<file path="config.mk">
export PLATFORM = sky130hd
export DESIGN_NAME = ula_seq
export DESIGN_NICKNAME = d
export VERILOG_FILES = /design/src/rtl/ula_seq.sv
export SDC_FILE = /design/constraint.sdc
export NUM_CORES = 1
export LEC_CHECK = 0
export ABC_CLOCK_PERIOD_IN_PS = 4900
export CAP_MARGIN = 20
export CELL_PAD_IN_SITES_DETAIL_PLACEMENT = 1
export CELL_PAD_IN_SITES_GLOBAL_PLACEMENT = 2
export CORE_UTILIZATION = 33
export CTS_CLUSTER_SIZE = 12
export DETAILED_ROUTE_END_ITERATION = 10
export PLACE_DENSITY = 0.81
export SETUP_SLACK_MARGIN = 0.02
export SYNTH_ARGS = -nofsm -noshare
export SYNTH_HDL_FRONTEND = slang
export SYNTH_SLANG_ARGS = --single-unit
</file>
<file path="constraint.sdc">
create_clock -name clk -period 4.9 [get_ports clk]
set_input_delay 1.225 -clock clk [delete_from_list [all_inputs] [get_ports clk]]
set_output_delay 1.225 -clock clk [all_outputs]
set_load 0.05 [all_outputs]
</file>
<file path="src/rtl/ula_seq.sv">
// ula_seq: multi-cycle ALU; single-cycle add/sub/logic/slt, iterative signed mul/div; ports clk, rst, start, inA, inB, func -> busy, done, result, overflow, zero, div_by_zero
module ula_seq #(
  parameter int WIDTH = 32,
  localparam int CNT_W = $clog2(WIDTH) + 1
) (
  input  logic             clk,
  input  logic             rst,
  input  logic             start,
  input  logic [WIDTH-1:0] inA,
  input  logic [WIDTH-1:0] inB,
  input  logic [3:0]       func,
  output logic             busy,
  output logic             done,
  output logic [WIDTH-1:0] result,
  output logic             overflow,
  output logic             zero,
  output logic             div_by_zero
);
  typedef enum logic [1:0] {IDLE, ITER, FIX} state_t;
  localparam logic [CNT_W-1:0] LAST = CNT_W'(WIDTH - 1);
  localparam int M = WIDTH - 1;
  state_t state, state_n;
  logic [CNT_W-1:0] cnt;
  logic [2*WIDTH-1:0] p, prod;
  logic [WIDTH-1:0] mc, abs_a, abs_b, add_r, sub_r, quot, nres, diff;
  logic [WIDTH:0] msum, shl;
  logic neg, op_div, load, nov, ndbz, ge;
  assign busy  = state != IDLE;
  assign abs_a = inA[M] ? -inA : inA;
  assign abs_b = inB[M] ? -inB : inB;
  assign add_r = inA + inB;
  assign sub_r = inA - inB;
  // shift-add step: conditionally add multiplicand into the high half, shift right
  assign msum  = {1'b0, p[2*WIDTH-1:WIDTH]} + (p[0] ? {1'b0, mc} : '0);
  // restoring step: partial remainder in the high half, dividend/quotient in the low half
  assign shl   = {p[2*WIDTH-1:WIDTH], p[M]};
  assign ge    = shl >= {1'b0, mc};
  assign diff  = shl[WIDTH-1:0] - mc;
  assign prod  = neg ? -p : p;
  assign quot  = neg ? -p[WIDTH-1:0] : p[WIDTH-1:0];
  always_ff @(posedge clk or posedge rst)
    if (rst) state <= IDLE;
    else state <= state_n;
  always_comb begin
    state_n = state;
    load = 1'b0;
    nres = '0;
    nov = 1'b0;
    ndbz = 1'b0;
    case (state)
      IDLE: if (start) begin
        if (func == 4'd2 || (func == 4'd3 && inB != '0)) state_n = ITER;
        else begin
          load = 1'b1;
          case (func)
            4'd0: begin
              nres = add_r;
              nov = (inA[M] == inB[M]) && (add_r[M] != inA[M]);
            end
            4'd1: begin
              nres = sub_r;
              nov = (inA[M] != inB[M]) && (sub_r[M] != inA[M]);
            end
            4'd3: begin
              nov = 1'b1;
              ndbz = 1'b1;
            end
            4'd4: nres = inA & inB;
            4'd5: nres = inA | inB;
            4'd6: nres = inA ^ inB;
            4'd7: nres = {{(WIDTH-1){1'b0}}, $signed(inA) < $signed(inB)};
            default: nres = '0;
          endcase
        end
      end
      ITER: state_n = cnt == LAST ? FIX : ITER;
      FIX: begin
        state_n = IDLE;
        load = 1'b1;
        nres = op_div ? quot : prod[WIDTH-1:0];
        // div can only overflow as a positive quotient of 2^(WIDTH-1) (MIN / -1)
        nov = op_div ? (!neg && p[M]) : !(&prod[2*WIDTH-1:M] || ~|prod[2*WIDTH-1:M]);
      end
      default: state_n = IDLE;
    endcase
  end
  always_ff @(posedge clk or posedge rst)
    if (rst) begin
      cnt <= '0;
      p <= '0;
      mc <= '0;
      neg <= 1'b0;
      op_div <= 1'b0;
      done <= 1'b0;
      result <= '0;
      overflow <= 1'b0;
      zero <= 1'b0;
      div_by_zero <= 1'b0;
    end else begin
      done <= load;
      if (load) begin
        result <= nres;
        overflow <= nov;
        zero <= nres == '0;
        div_by_zero <= ndbz;
      end
      if (state == IDLE && state_n == ITER) begin
        cnt <= '0;
        op_div <= func[0];
        neg <= inA[M] ^ inB[M];
        mc <= abs_b;
        p <= {{WIDTH{1'b0}}, abs_a};
      end else if (state == ITER) begin
        cnt <= cnt + 1'b1;
        p <= op_div ? (ge ? {diff, p[M-1:0], 1'b1} : {shl[WIDTH-1:0], p[M-1:0], 1'b0})
                    : {msum, p[WIDTH-1:1]};
      end
    end
endmodule

</file>
==> flow_summary.toml <==
[status]
status = "finished clean"

[drt]
vias = 21688
drc = 0
wire_per_inst_um = 25.9
postRouteAntennaNets = 0
routed_wl_mm = 95.1
dr.pass1.iters = 7
vias_per_cell = 5.90
drt_iter0_drc = 1505

[power_and_ir_drop]
p_total_w = 0.0131
leakagePower_nw = 10.6
powerDensity_mw_per_mm2 = 542
ir_drop_v = 0.000324

[die]
die_w_um = 239
start_util_pct = 33.6
dieArea_mm2 = 0.0572
die_h_um = 239
coreArea_mm2 = 0.0553
boundaryPins = 108
placementRows = 86

[global_route]
grt_overflow_total = 0
grt_pass1_wl_mm = 143
grt_max_degree = 83
antenna_found_initial = 2
grt_pass1_vias = 22523
grt.total_usage_pct = 33.3

[synth]
synthAdderAreaFrac_pct = 12.0
synth_warnings = 0
yosys.area_share.xor_xnor_pct = 8.49
async_flop_share_pct = 100
synth_compound_area_share_pct = 29.4
ys.flop_type = "dfrtp_1"
synth_nets = 2753
syn_avg_cell_area_um2 = 7.41
synth_cells = 2506
seq_area_frac_synth_pct = 19.1
synthSimpleGateAreaFrac_pct = 20.8
ys_seq_elements = 142
synth_cell_types = 81
synth_edf_count = 0
synthMuxAreaShare_pct = 3.65
synth_top_family_by_area = "compound AO/OA/AOI/OAI gates"
netlist_area_mm2 = 0.0186

[worst_setup_path]
cp-endpoint = "zero"
r2r_start = "p[0]"
setup.worst_path.start_class = "primary input"
ff2ff_setup_slack_ns = 0.28
reg2reg_to = "overflow"
worst-r2r-cell-count = 12
crit_fanout = 2
crit_type = "in2reg"
crit_arrival_ns = 5.19
required_ns = 5.33
startpoint = "inA[10]"
worstSetupEndpointType = "register"

[final_layout]
layout_common_cells = "430 x buf_4, 228 x nand2_1, 211 x o21ai_0"
layout_commonest_cell = "buf_4"
drive_gt1_share_pct = 18.9
nNetsFinal = 3159
area_growth_pct = 30.0
finalInstanceArea_mm2 = 0.0241
instances_no_fill = 3675

[flow_run]
max_cap_viol_count = 0

[timing]
setup_ws_ns = 0.134
rsz0062_at_grt = "true"
fin_worst_skew_ns = 0.0224
fin_crit_sh_pct = 97.3
fin_crit_ns = 4.77
maxSlewViolCount = 0
fmaxAchievable_ghz = 0.210
setup-violations-final = 0
worst_slew_pin_slew_ns = 0.974
final-hold-violation-count = 0
relSlewSlack_pct = 33.4
tns_ns = 0

[clock_network]
numCtsBuffers = 17
cts_sinks = 142
ctsHoldBuffers = 0
insertion_delay_ns = 0.49
root_buffer = "clkbuf_16"
cts_tree = "yes"
clk_path_buf_depth = 2
clkTransAtPathRegs_ns = 0.07
htreeDepth = 4

[place]
placed_cell_area_mm2 = 0.0233
placement.io_buffers = 107
gp_congestion = 0.990
detailed_place_hpwl_mm = 77.8
dp_slack_ns = -1.03
place_inst = 3640

[min_path]
hp-class = "reg2reg"
min_from = "result[10]"
## registers in the layout, summed over array words and instances (netlist names)
| register | count |
|---|---|
| zero | 1 |
| result | 32 |
| p | 64 |
| done | 1 |
| div_by_zero | 1 |
| op_div | 1 |
| mc | 32 |
| neg | 1 |
| overflow | 1 |
| cnt | 6 |
| state | 2 |
## report_power, final
group          internal, W  switching, W  total, W
logic              0.00366       0.00545   0.00911
registers          0.00171      0.000829   0.00254
clock network     0.000818      0.000616   0.00143
## Yosys cell counts, drive strengths merged (7+ instances only)
cell,instances,area [µm²]
nor2,200,751
o21ai,214,1070
a221oi,12,105
and3,14,87.6
o31a,8,70.1
clkbuf,138,521
and2,10,62.6
xor2,62,543
nand3,55,275
a21boi,7,52.6
nor4,40,250
a31o,10,87.6
o41ai,24,210
ha,172,2150
or3b,7,61.3
nand3b,8,60.1
a2111oi,9,78.8
dfrtp,142,3550
nand4,34,213
nor2b,23,144
mux2i,62,621
a21oi,188,941
a211oi,28,215
a21o,49,368
xnor2,118,1030
nor3,51,255
o221ai,13,114
nor3b,9,67.6
o21a,13,97.6
o2111ai,8,70.1
buf,17,87.6
inv,152,571
or3,37,241
o22ai,26,163
o21bai,11,82.6
a31oi,34,213
a22oi,25,188
or2,19,119
or4,20,158
nand2,228,856
o211ai,42,325
nand2b,22,138
a211o,9,78.8
o31ai,59,443
## worst min path at each step
stage / slack (ns) / cells after the start / endpoint
4_1_cts: 0.49 / 1 / result[20]
3_5_place_dp: 0.47 / 1 / result[20]
3_3_place_gp: 0.46 / 1 / result[27]
6_report: 0.49 / 2 / result[10]
2_1_floorplan: 0.45 / 2 / mc[15]
5_1_grt: 0.51 / 2 / result[10]
## routing by layer
| metal | track usage, % | wire (µm) | up-vias |
|---|---|---|---|
| li1 | - | - | 9991 |
| met1 | 43.5 | 42600 | 10929 |
| met2 | 56.4 | 44700 | 602 |
| met3 | 3.26 | 3980 | 164 |
| met4 | 12.8 | 3780 | 2 |
| met5 | 0 | 12 | - |
## cells by family (layout without fill, tap and decap cells)
kind of cell | Yosys count | in the layout
xor gates and xnor gates | 180 | 180
adders and majority gates | 176 | 176
DFF | 142 | 142
AOI/OAI and AO/OA | 841 | 841
buffers and inverters | 309 | 728
and+or+nand+nor | 791 | 791
muxes | 67 | 67
other | 0 | 2
## timing repair
action | CTS | global route
pin swaps | 1 | 3
buffers inserted | 1 | 0
endpoints found under the setup margin | 3 | 3
resized for setup | 9 | 27
## layout make-up
type,instances,area (µm²)
antenna,2,5.00
clock buffer,20,447
clock inverter,12,160
fill,6930,31200
inverter,154,582
multi-input combinational,2055,14100
sequential,142,3560
tap,748,936
timing repair buffer,542,4390
## critical path: stages
cell and delay [ns]:
clkdlybuf4s50_1 0.49, inv_1 0.08, ha_1 0.32, or4_4 0.56, a2111oi_2 0.36, o31a_1 0.29
o21a_1 0.16, o21ai_0 0.13, a311o_1 0.41, a21oi_2 0.18, o2111ai_2 0.19, a2111oi_4 0.31
buf_4 0.15, and4b_1 0.18, a31o_2 0.15
## stage by stage
step,hold WS (ns),utilization [%]
floorplan,0.450,-
finish,0.487,43.6
global placement,0.462,42.2
detailed placement,0.467,42.2
global route,0.507,43.6
CTS,0.489,43.3
Power figures use the tool's default switching activity.
